**config.mk**
```make
export PLATFORM = sky130hd
export DESIGN_NAME = tetris_key_ctrl
export DESIGN_NICKNAME = d
export VERILOG_FILES = /design/src/rtl/tetris_key_ctrl.sv
export SDC_FILE = /design/constraint.sdc
export NUM_CORES = 1
export LEC_CHECK = 0
export CORE_MARGIN = 2
export CORE_UTILIZATION = 42
export DETAILED_ROUTE_END_ITERATION = 10
export SYNTH_ARGS = -nofsm -noshare
export SYNTH_HDL_FRONTEND = slang
export SYNTH_SLANG_ARGS = --single-unit
```
**constraint.sdc**
```tcl
create_clock -name clk -period 3.7 [get_ports clk]
set_clock_uncertainty 0.2 [all_clocks]
set_input_delay 0.925 -clock clk [delete_from_list [all_inputs] [get_ports clk]]
set_output_delay 0.925 -clock clk [all_outputs]
set_load 0.05 [all_outputs]
```
**src/rtl/tetris_key_ctrl.sv**
```systemverilog
`timescale 1ns/1ps
// tetris_key_ctrl: shared scan timebase, press/auto-repeat detection, round-robin arbiter, event FIFO.
// Latency: key sampled at scan tick edge E0, pushed at E1, evt_valid high the cycle after E1.
// Backpressure: evt_valid/evt_ready; a full FIFO holds pend bits, loss only on a pending collision.
//
// Ports: clk, rst_n (async, active-low); key_n[N_KEYS] raw active-low keys;
//   evt_valid/evt_ready handshake with evt_code (key index) and evt_repeat (auto-repeat flag);
//   overflow sticky event-loss flag, cleared by clr_overflow (a new loss wins).
// Optional feature: define KEY_AUTOREPEAT_EN to enable hold counters and auto-repeat events.
module tetris_key_ctrl #(
  parameter int N_KEYS       = 4,
  parameter int SCAN_DIV     = 200,
  parameter int REPEAT_DELAY = 25,
  parameter int REPEAT_RATE  = 5,
  parameter int FIFO_DEPTH   = 4
) (
  input  logic                      clk,
  input  logic                      rst_n,
  input  logic [N_KEYS-1:0]         key_n,
  output logic                      evt_valid,
  input  logic                      evt_ready,
  output logic [$clog2(N_KEYS)-1:0] evt_code,
  output logic                      evt_repeat,
  output logic                      overflow,
  input  logic                      clr_overflow
);

  localparam int CW = $clog2(N_KEYS);
  localparam int SW = $clog2(SCAN_DIV);
  localparam int AW = $clog2(FIFO_DEPTH);
`ifdef KEY_AUTOREPEAT_EN
  localparam int EW = CW + 1;
`else
  localparam int EW = CW;
`endif

  // Shared scan timebase
  logic [SW-1:0] scan_cnt;
  logic          tick;

  assign tick = (scan_cnt == SW'(SCAN_DIV - 1));

  always_ff @(posedge clk or negedge rst_n) begin
    if (!rst_n)    scan_cnt <= '0;
    else if (tick) scan_cnt <= '0;
    else           scan_cnt <= scan_cnt + 1'b1;
  end

  // Sample register. 'armed' marks keys seen released at least once since
  // reset, so a key held through reset does not count as a fresh press.
  logic [N_KEYS-1:0] sample, armed;
  logic [N_KEYS-1:0] press_evt, rep_evt, new_evt, collide, grant_oh, pend;

  always_ff @(posedge clk or negedge rst_n) begin
    if (!rst_n) begin
      sample <= '1;
      armed  <= '0;
    end else if (tick) begin
      sample <= key_n;
      armed  <= armed | key_n;
    end
  end

  assign press_evt = {N_KEYS{tick}} & armed & sample & ~key_n;

`ifdef KEY_AUTOREPEAT_EN
  // Counter value that fires a repeat on the next tick, and the reload that
  // spaces later repeats REPEAT_RATE ticks apart (assumes RATE <= DELAY).
  localparam logic [7:0] DELAY_M1 = 8'(REPEAT_DELAY - 1);
  localparam logic [7:0] RELOAD   = 8'(REPEAT_DELAY - REPEAT_RATE);

  logic [7:0]        hold_cnt [N_KEYS];
  logic [N_KEYS-1:0] rep_flag;

  always_comb begin
    rep_evt = '0;
    for (int i = 0; i < N_KEYS; i++) begin
      rep_evt[i] = tick & armed[i] & ~sample[i] & ~key_n[i] & (hold_cnt[i] == DELAY_M1);
    end
  end

  always_ff @(posedge clk or negedge rst_n) begin
    if (!rst_n) begin
      for (int i = 0; i < N_KEYS; i++) hold_cnt[i] <= '0;
      rep_flag <= '0;
    end else begin
      for (int i = 0; i < N_KEYS; i++) begin
        if (tick) begin
          if (key_n[i] || press_evt[i]) hold_cnt[i] <= '0;
          else if (rep_evt[i])          hold_cnt[i] <= RELOAD;
          else                          hold_cnt[i] <= hold_cnt[i] + 8'd1;
        end
        // A dropped event leaves the pending event's flag untouched.
        if (new_evt[i] && !collide[i]) rep_flag[i] <= rep_evt[i];
      end
    end
  end
`else
  assign rep_evt = '0;
`endif

  assign new_evt = press_evt | rep_evt;
  // Granting key i in the same cycle frees its slot, so that is not a collision.
  assign collide = new_evt & pend & ~grant_oh;

  // Round-robin arbiter: lowest pending index >= rr, else lowest overall.
  logic [CW-1:0] rr, gidx, hi_idx, lo_idx;
  logic          any_hi, any_pend, gnt, can_push, pop, full;
  logic [AW:0]   count;

  always_comb begin
    any_hi   = 1'b0;
    any_pend = 1'b0;
    hi_idx   = '0;
    lo_idx   = '0;
    for (int i = N_KEYS - 1; i >= 0; i--) begin
      if (pend[i]) begin
        any_pend = 1'b1;
        lo_idx   = CW'(i);
      end
      if (pend[i] && (CW'(i) >= rr)) begin
        any_hi = 1'b1;
        hi_idx = CW'(i);
      end
    end
    gidx     = any_hi ? hi_idx : lo_idx;
    gnt      = any_pend & can_push;
    grant_oh = '0;
    for (int i = 0; i < N_KEYS; i++) begin
      grant_oh[i] = gnt && (gidx == CW'(i));
    end
  end

  always_ff @(posedge clk or negedge rst_n) begin
    if (!rst_n) begin
      pend     <= '0;
      rr       <= '0;
      overflow <= 1'b0;
    end else begin
      pend <= (pend & ~grant_oh) | new_evt;
      if (gnt) rr <= (gidx == CW'(N_KEYS - 1)) ? '0 : gidx + 1'b1;
      if (|collide)          overflow <= 1'b1;
      else if (clr_overflow) overflow <= 1'b0;
    end
  end

  // Event FIFO; a push is accepted while full if the head pops in the same cycle.
  logic [EW-1:0] mem [FIFO_DEPTH];
  logic [EW-1:0] push_dat;
  logic [AW-1:0] wr_ptr, rd_ptr;

  assign full      = (count == (AW+1)'(FIFO_DEPTH));
  assign evt_valid = (count != '0);
  assign pop       = evt_valid & evt_ready;
  assign can_push  = !full || pop;

`ifdef KEY_AUTOREPEAT_EN
  assign push_dat   = {rep_flag[gidx], gidx};
  assign evt_repeat = mem[rd_ptr][CW];
`else
  assign push_dat   = gidx;
  assign evt_repeat = 1'b0;
`endif
  assign evt_code = mem[rd_ptr][CW-1:0];

  always_ff @(posedge clk or negedge rst_n) begin
    if (!rst_n) begin
      for (int i = 0; i < FIFO_DEPTH; i++) mem[i] <= '0;
      wr_ptr <= '0;
      rd_ptr <= '0;
      count  <= '0;
    end else begin
      if (gnt) begin
        mem[wr_ptr] <= push_dat;
        wr_ptr      <= wr_ptr + 1'b1;
      end
      if (pop) rd_ptr <= rd_ptr + 1'b1;
      case ({gnt, pop})
        2'b10:   count <= count + 1'b1;
        2'b01:   count <= count - 1'b1;
        default: count <= count;
      endcase
    end
  end

endmodule

```
==> results of run 1 <==
## per-layer routing
metal	GRT usage [%]	wire length, µm	part of all wire [%]
met5	0	0	0
met4	6.289	63	2.0
met2	23.58	1581	50
met3	4.274	122	3.8
met1	17.23	1410	44
## per-stage QoR
stage	hold slack (ns)	instances	cell area (µm²)
floorplan	0.2276	168	1861
global placement	0.2374	228	2009
detailed placement	0.2561	228	2009
CTS	0.2678	236	2101
global route	0.2954	236	2101
finish	0.2678	236	2101
## final cells by class
type | count | area [µm²] | share of cell area, %
clock buffer | 7 | 86.33 | 4.110
clock inverter | 1 | 5.005 | 0.2382
inverter | 10 | 37.54 | 1.787
multi-input combinational | 116 | 838.3 | 39.90
sequential | 38 | 955.9 | 45.50
tap | 52 | 65.06 | 3.097
timing repair buffer | 12 | 112.6 | 5.360
## where the power goes
group / internal (mW) / switching [mW] / total, mW
Clock: 0.150 / 0.140 / 0.290
Combinational: 0.0744 / 0.0765 / 0.151
Sequential: 0.446 / 0.0341 / 0.480
Total: 0.670 / 0.251 / 0.921
## registers in the layout (all words and copies together), names as in the netlist
register and cells:
count 3, pend 4, scan_cnt 8, wr_ptr 2
armed 4, rd_ptr 2, sample 4, overflow 1
rr 2, mem 8
## placed cells by master (no fill, tap or decap), types with 2 or more instances in the layout
cell / instances
dfrtp_1: 34
mux2_2: 4
and3_1: 2
nand2_1: 25
xnor2_1: 8
nor2_1: 8
a22o_1: 3
clkbuf_8: 6
inv_1: 10
o21ai_0: 12
nand4b_1: 2
mux2i_1: 2
nand3b_1: 3
mux4_2: 2
a21o_1: 4
ha_1: 9
nand3_1: 3
a21oi_1: 4
clkdlybuf4s50_1: 10
nor2b_1: 3
dfstp_2: 4
## worst max-delay path: cells and delay by family (launching register included)
kind,cells,cell delay [ns]
buf+inv,1,0.71
flops,1,0.46
mux,1,0.52
## cells by family (layout without fill, tap and decap cells)
logic type	Yosys count	in the layout	synth area share [%]
fa+ha+maj	10	10	7.129
simple gates	56	56	15.60
compound gates	31	31	11.16
xor+xnor	9	9	4.237
other cells	1	1	0.2016
flops	38	38	51.38
buf+inv	14	30	3.565
mux	9	9	6.724
## final timing paths
check / start / endpoint / depth (start not counted) / slack, ns
worst max-delay path: rd_ptr[0] / evt_code[1] / 2 / 0.60
worst min-delay path: scan_cnt[0] / scan_cnt[0] / 1 / 0.27
worst max register to register: pend[0] / count[2] / 7 / 1.07
worst min register to register: scan_cnt[0] / scan_cnt[0] / 1 / 0.27
max in group asynchronous: rst_n / mem[1] / 1 / 2.23
min in group asynchronous: rst_n / scan_cnt[7] / 1 / 0.54
==> reports/metrics.cfg, run 1 <==
[cts]
path_clk_slew_ns = 0.07
clock_latency_ns = 0.29
cts_setup_buffers = 0
htree_levels = 2
cts.sinks = 38
cts.path.max_buffers = 2
cts_resized = 0
cts_hold_repair.buffers = 0
cts_made_buffers = 5
cts_tree = yes
cts_root_buf = clkbuf_8

[drt]
initialDrtViolationCount = 46
drc = 0
dr.pass1.iters = 4
vias_per_cell = 5.301
vias = 1251
detail_route.wl_per_cell_um = 13.47
drt_wl_total_um = 3178
drtAntennaViolNets = 0

[logic_synthesis]
syn-num-nets = 186
synth_edf_count = 0
avgSynthCellArea_um2 = 11.07
ys_async_sr_fraction_pct = 100.0
synth_warnings = 0
synth_common_cells = dfrtp_1 (34), nand2_1 (25), o21ai_0 (12)
yosysMostFrequentCell = dfrtp_1
synth_top_area_share_pct = 45.73
synth_largest_area_cell = dfrtp_1
ys_ff_latch = 38
yosysSeqAreaShare_pct = 51.38
netlist_instances = 168
synthFlopType = dfrtp_1
yosysUniqueCellTypes = 44
ys_top_cells_by_area = dfrtp_1 (46%), ha_1 (6.1%), dfstp_2 (5.6%), nand2_1 (5.0%), xnor2_1 (3.8%)
netlist_area_um2 = 1861

[floorplan]
std_cell_rows = 24
die_area_um2 = 4978
core_um2 = 4324
io_pins = 13
floorplan.initialDensity_pct = 43.03
chipWidth_um = 70.56
die_h_um = 70.56

[grt]
grt_pass1_vias = 1236
antenna_found_initial = 0
track_usage_pct = 14.21
grt.overflow.total = 0
grt_start_max_net_pins = 39
grt_pass1_wl_um = 5478

[sta]
drv_slew = 0
max-slew-margin-rel_pct = 43.66
setup_slack_ns = 0.6049
worst_pin_slew_ns = 0.8451
tns_ns = 0
final-setup-viol-count = 0
min_period_ns = 3.095
finalCritPeriodShare_pct = 83.65
clock.fmax_mhz = 323.1
rsz0062_at_grt = false
final_hold_viol_count = 0

[layout]
area_growth_pct = 12.91
nNetsFinal = 201
nFillCells = 401
final_layout_size_suffix_gt1_share_pct = 13.04
antenna_cells = 0
utilization_pct = 48.58

[power_and_ir_drop]
leakagePower_nw = 0.9319
p_per_area_nw_per_um2 = 438.4
p_total_uw = 920.9
ir_drop_mv = 0.2233

[worst_setup_path]
cp_slowest_cell = clkdlybuf4s50_1
slowest_delay_ns = 0.71
crit_required_ns = 2.57
cp_cell_sequence = mux4_2 > clkdlybuf4s50_1
cp-start-kind = register
path_class = register to output port
worstPathArrival_ns = 1.97
path_max_fanout = 4
worstSetupEndpointType = output port

[job]
cap_violations = 0

[place]
gp_congestion = 0.7828
hpwlAfterDp_um = 2313
numPortBuffers = 11
place_ws_ns = 0.7591

[min_path]
hold_class = register to register

[status]
outcome = finished, final reports clean

Note: power is estimated with default switching activity, not from simulation.
==> inputs of run 2 (changes only) <==
clock period = 3.15 ns   (was 3.7 ns; I/O delays follow)
==> run 2 against run 1 <==
  * Routed wire length down 0.98%
  * First-iteration DRC count down 30%
  * Critical path type unchanged
  * Highest routed layer unchanged
  * Combinational power up 17%
  * Cell count unchanged
  * Hold slack worse by 0.0055 ns
  * Sequential power up 17%
  * Power up 36%
  * Via count down 2.5%
==> reports/metrics.cfg, run 2 (synthesized netlist as in run 1, its figures left out) <==
[worst_setup_path]
crit_required_ns = 2.16  ; -0.41 ns
slowest_delay_ns = 0.71  ; about the same
r2r_start = pend[0]
cp_cell_sequence = mux4_2 > clkdlybuf4s50_1
r2r_cells = 7  ; unchanged
path_class = register to output port
cp_num_buf_inv = 1  ; unchanged
cp.depth = 2  ; unchanged
r2r_end = count[2]
path_max_fanout = 4  ; unchanged
critPathLaunch = rd_ptr[0]
regToRegSetupSlack_ns = 0.53  ; -0.54 ns
cp_slowest_cell = clkdlybuf4s50_1
worstSetupEndpointType = output port
worstPathArrival_ns = 1.98  ; about the same
cp-start-kind = register
endpoint = evt_code[1]
cp_top_family = buffers and inverters

[sta]
timing.hold.ws_ns = 0.2623  ; -0.005500 ns
max-slew-margin-rel_pct = 45.97  ; +2.3 points
final_hold_viol_count = 0  ; unchanged
drv_slew = 0  ; unchanged
worst_pin_slew_ns = 0.8105  ; -0.03454 ns
rsz0062_at_grt = false
finalCritPeriodShare_pct = 94.31
final-setup-viol-count = 0  ; unchanged
min_period_ns = 2.971
clock.fmax_mhz = 336.6
tns_ns = 0  ; unchanged

[layout]
nFillCells = 407  ; +1.5%
reg_top3 = mem (8), scan_cnt (8)
final_common_cell = dfrtp_1
antenna_cells = 0  ; unchanged
nNetsFinal = 201  ; unchanged
final_cell_mix = dfrtp_1 (34), nand2_1 (25), o21ai_0 (12)
final_layout_size_suffix_gt1_share_pct = 13.59  ; +0.54 points
area_growth_pct = 15.67

[drt]
met1Wirelength_um = 1430  ; +1.4%
drc = 0  ; unchanged
highest-signal-layer = met4
drtAntennaViolNets = 0  ; unchanged
drt_wl_total_um = 3147  ; -0.98%
vias_per_cell = 5.169  ; -2.5%
initialDrtViolationCount = 32  ; -30%
wl_met2_um = 1553  ; -1.8%
detail_route.wl_per_cell_um = 13.33  ; -0.98%
vias = 1220  ; -2.5%
dr.pass1.iters = 4  ; unchanged
wl_met3_um = 110  ; -9.8%

[floorplan]
io_pins = 13  ; unchanged
chipWidth_um = 70.56  ; unchanged
floorplan.initialDensity_pct = 43.03  ; unchanged
core_um2 = 4324  ; unchanged
std_cell_rows = 24  ; unchanged
die_h_um = 70.56  ; unchanged
die_area_um2 = 4978  ; unchanged

[cts]
cts_root_buf = clkbuf_8
path_clk_slew_ns = 0.08  ; about the same
cts.path.max_buffers = 2  ; unchanged
cts_hold_repair.buffers = 0  ; unchanged
cts_setup_buffers = 0  ; unchanged
cts.sinks = 38  ; unchanged
clock_latency_ns = 0.29  ; about the same
htree_levels = 2  ; unchanged
cts_resized = 0  ; unchanged
cts_tree = yes
cts_made_buffers = 5  ; unchanged

[min_path]
hold_class = register to register

[grt]
grt_pass1_vias = 1220  ; -1.3%
track_usage_pct = 14.35  ; +0.14 points
antenna_found_initial = 0  ; unchanged
grt.overflow.total = 0  ; unchanged
grt_start_max_net_pins = 39  ; unchanged
grt_pass1_wl_um = 5526  ; +0.88%

[job]
cap_violations = 0  ; unchanged

[power_and_ir_drop]
ir_drop_mv = 0.2878  ; +29%
leakagePower_nw = 0.9551  ; +2.5%
p_per_area_nw_per_um2 = 580.7  ; +32%

[place]
hpwlAfterDp_um = 2307  ; -0.28%
gp_congestion = 0.7799  ; -0.37%
numPortBuffers = 11  ; unchanged

[status]
outcome = finished, final reports clean

-- run 2: changes by cell type in the layout (fill, tap and decap cells not counted) --
cell	previous run	this run
bufinv_16	0	2
clkinv_2	1	0
clkbuf_1	1	0
-- run 2: cell type report --
type                       count  area, µm²  area share, %
clock buffer                   6      82.58          3.837
clock inverter                 2      60.06          2.791
inverter                      10      37.54          1.744
sequential                    38      955.9          44.42
multi-input combinational    116      838.3          38.95
tap                           52      65.06          3.023
timing repair buffer          12      112.6          5.233
-- run 2: power by group --
group | switching [mW] | internal [mW] | total [mW]
Combinational | 0.0901 | 0.0872 | 0.177
Sequential | 0.0387 | 0.523 | 0.562
Clock | 0.173 | 0.338 | 0.511
Total | 0.302 | 0.948 | 1.25
-- run 2: stage by stage --
step	worst slack (ns)	utilization, %	cell area [µm²]	std cells	power (mW)
2_1_floorplan	0.7967	-	1861	168	0.6972
3_3_place_gp	0.4349	46.47	2009	228	0.7416
3_5_place_dp	0.3426	46.47	2009	228	0.7501
4_1_cts	0.1578	49.77	2152	236	1.271
5_1_grt	0.09748	49.77	2152	236	1.321
6_report	0.1792	49.77	2152	236	1.250
-- run 2: routing by layer --
layer | global-route usage (%) | up-vias
met5 | 0 | -
met4 | 5.660 | 0
met3 | 4.274 | 6
met2 | 24.11 | 19
met1 | 17.46 | 593
li1 | - | 602
-- run 2: how the worst min path moves through the flow --
stage               slack (ns)           to  depth (start not counted)         from
finish                    0.26  scan_cnt[0]                          1  scan_cnt[0]
detailed placement        0.25     armed[2]                          1     armed[2]
global placement          0.24     armed[3]                          1     armed[3]
floorplan                 0.23     armed[3]                          1     armed[3]
CTS                       0.27  scan_cnt[0]                          1  scan_cnt[0]
global route              0.29     armed[3]                          1     armed[3]
==> inputs of run 3 (changes only) <==
CORE_UTILIZATION = 35   (was 42)
==> run 3 against run 2 <==
  * Sequential power hardly changed
  * Non-clock buffer count is 1 higher
  * Routed wire length is 2.8% lower
  * Sequential share of layout area is 0.44 points higher
  * Largest power group unchanged
  * Die area is 19% higher
  * Flip-flop and latch count stayed put
  * Register-to-register slack better by 0.25 ns
  * Via count is 2.5% lower
  * Worst setup slack better by 0.026 ns
  * Combinational power hardly changed
  * Cell count is 8.1% higher
  * Final area is 0.99% lower
==> reports/metrics.cfg, run 3 (synthesized netlist as in run 1, its figures left out) <==
[power_and_ir_drop]
power.switching_uw = 292.0  ; -3.2%
sw_frac_of_total_pct = 27.05  ; +2.9 points
comb_power_share_pct = 16.6  ; +2.4 points
power.internal_uw = 787.6  ; -17%
clkPwrFrac_pct = 31.6  ; -9.3 points
p_total_mw = 1.080  ; -14%
leakagePower_nw = 0.9361  ; -2.0%
p_per_area_nw_per_um2 = 506.6  ; -13%
power_frac_seq_pct = 51.8  ; +6.8 points
ir_drop_mv = 0.2378  ; -17%

[layout]
final_layout_size_suffix_gt1_share_pct = 13.51  ; -0.073 points
fin_area_um2 = 2131  ; -0.99%
area_growth_pct = 14.53
nFillCells = 521  ; +28%
reg_top3 = mem (8), scan_cnt (8)
final_cell_mix = dfrtp_1 (34), nand2_1 (25), o21ai_0 (12)
final_common_cell = dfrtp_1
antenna_cells = 0  ; unchanged
nNetsFinal = 202  ; +0.50%

[drt]
drc = 0  ; unchanged
drtAntennaViolNets = 0  ; unchanged
initialDrtViolationCount = 66  ; +110%
vias = 1189  ; -2.5%
detail_route.wl_per_cell_um = 11.99  ; -10%
dr.pass1.iters = 4  ; unchanged
drt_wl_total_um = 3058  ; -2.8%
vias_per_cell = 4.663  ; -9.8%

[floorplan]
die_area_um2 = 5915  ; +19%
core_um2 = 5107  ; +18%
die_h_um = 76.91  ; +9.0%
io_pins = 13  ; unchanged
floorplan.initialDensity_pct = 36.43  ; -6.6 points
std_cell_rows = 26  ; +8.3%
chipWidth_um = 76.91  ; +9.0%

[sta]
final-setup-viol-count = 0  ; unchanged
finalCritPeriodShare_pct = 93.48  ; -0.83 points
timing.hold.ws_ns = 0.2544  ; -0.007913 ns
worst_pin_slew_ns = 0.8555  ; +0.04503 ns
drv_slew = 0  ; unchanged
setup_slack_ns = 0.2054  ; +0.02623 ns
clock.fmax_mhz = 339.6  ; +0.89%
max-slew-margin-rel_pct = 42.96  ; -3.0 points
rsz0062_at_grt = false
tns_ns = 0  ; unchanged
min_period_ns = 2.945  ; -0.02623 ns
final_hold_viol_count = 0  ; unchanged

[min_path]
hold_class = register to register

[status]
outcome = finished, final reports clean

[grt]
track_usage_pct = 11.80  ; -2.6 points
grt.overflow.total = 0  ; unchanged
grt_pass1_vias = 1211  ; -0.74%
antenna_found_initial = 0  ; unchanged
grt_pass1_wl_um = 5513  ; -0.24%
grt_start_max_net_pins = 39  ; unchanged

[worst_setup_path]
r2r_cells = 8  ; +1
worstPathArrival_ns = 1.96  ; -0.02 ns
crit_required_ns = 2.16  ; about the same
endpoint = evt_code[1]
r2r_end = overflow
r2r_start = rr[1]
worstSetupEndpointType = output port
cp-start-kind = register
path_max_fanout = 4  ; unchanged
path_class = register to output port
critPathLaunch = rd_ptr[0]
regToRegSetupSlack_ns = 0.78  ; +0.25 ns

[cts]
cts.path.max_buffers = 2  ; unchanged
path_clk_slew_ns = 0.07  ; about the same
cts_tree = yes
cts_resized = 0  ; unchanged
cts.sinks = 38  ; unchanged
cts_setup_buffers = 0  ; unchanged
clock_latency_ns = 0.28  ; about the same
htree_levels = 2  ; unchanged
cts_root_buf = clkbuf_8
cts_made_buffers = 5  ; unchanged
cts_hold_repair.buffers = 0  ; unchanged

[place]
place_ws_ns = 0.3790  ; +0.03642 ns
gp_congestion = 0.7213  ; -7.5%
placed_cell_area_um2 = 2039  ; +1.5%
hpwlAfterDp_um = 2209  ; -4.3%
numPortBuffers = 11  ; unchanged

[job]
cap_violations = 0  ; unchanged

-- run 3: per-layer routing --
metal | GRT usage (%) | vias up | wire, µm
li1 | - | 612 | -
met1 | 15.20 | 561 | 1511
met2 | 18.16 | 14 | 1400
met3 | 3.294 | 2 | 102
met4 | 6.000 | 0 | 43
met5 | 0 | - | 0
-- run 3: worst max-delay path, cell delays in order, from the launching register on --
cell and delay, ns:
dfrtp_1 0.45, mux4_2 0.52, clkdlybuf4s50_1 0.71
-- run 3: through the flow --
| stage | std cells | utilization, % |
|---|---|---|
| floorplan | 168 | - |
| global placement | 247 | 39.93 |
| detailed placement | 247 | 39.93 |
| CTS | 255 | 41.72 |
| global route | 255 | 41.72 |
| finish | 255 | 41.72 |
-- run 3: power groups by stage --
stage                     Clock, mW  Combinational [mW]  Sequential, mW
after floorplan                   0               0.137           0.561
after global placement            0               0.180           0.571
after detailed placement          0               0.183           0.570
after CTS                     0.358               0.184           0.562
after global routing          0.379               0.204           0.567
final                         0.341               0.179           0.559
-- run 3: final cells by class --
| cell class | instances | area, µm² | share of cell area (%) |
|---|---|---|---|
| clock buffer | 7 | 86.33 | 4.052 |
| clock inverter | 1 | 5.005 | 0.2349 |
| inverter | 10 | 37.54 | 1.762 |
| multi-input combinational | 116 | 838.3 | 39.34 |
| sequential | 38 | 955.9 | 44.86 |
| tap | 70 | 87.58 | 4.110 |
| timing repair buffer | 13 | 120.1 | 5.637 |
-- run 3: how the worst min path moves through the flow --
stage	startpoint	end	slack, ns	cells past startpoint
2_1_floorplan	armed[3]	armed[3]	0.23	1
3_3_place_gp	armed[3]	armed[3]	0.24	1
3_5_place_dp	armed[1]	armed[1]	0.24	1
4_1_cts	armed[1]	armed[1]	0.26	1
5_1_grt	armed[3]	armed[3]	0.28	1
6_report	armed[1]	armed[1]	0.25	1
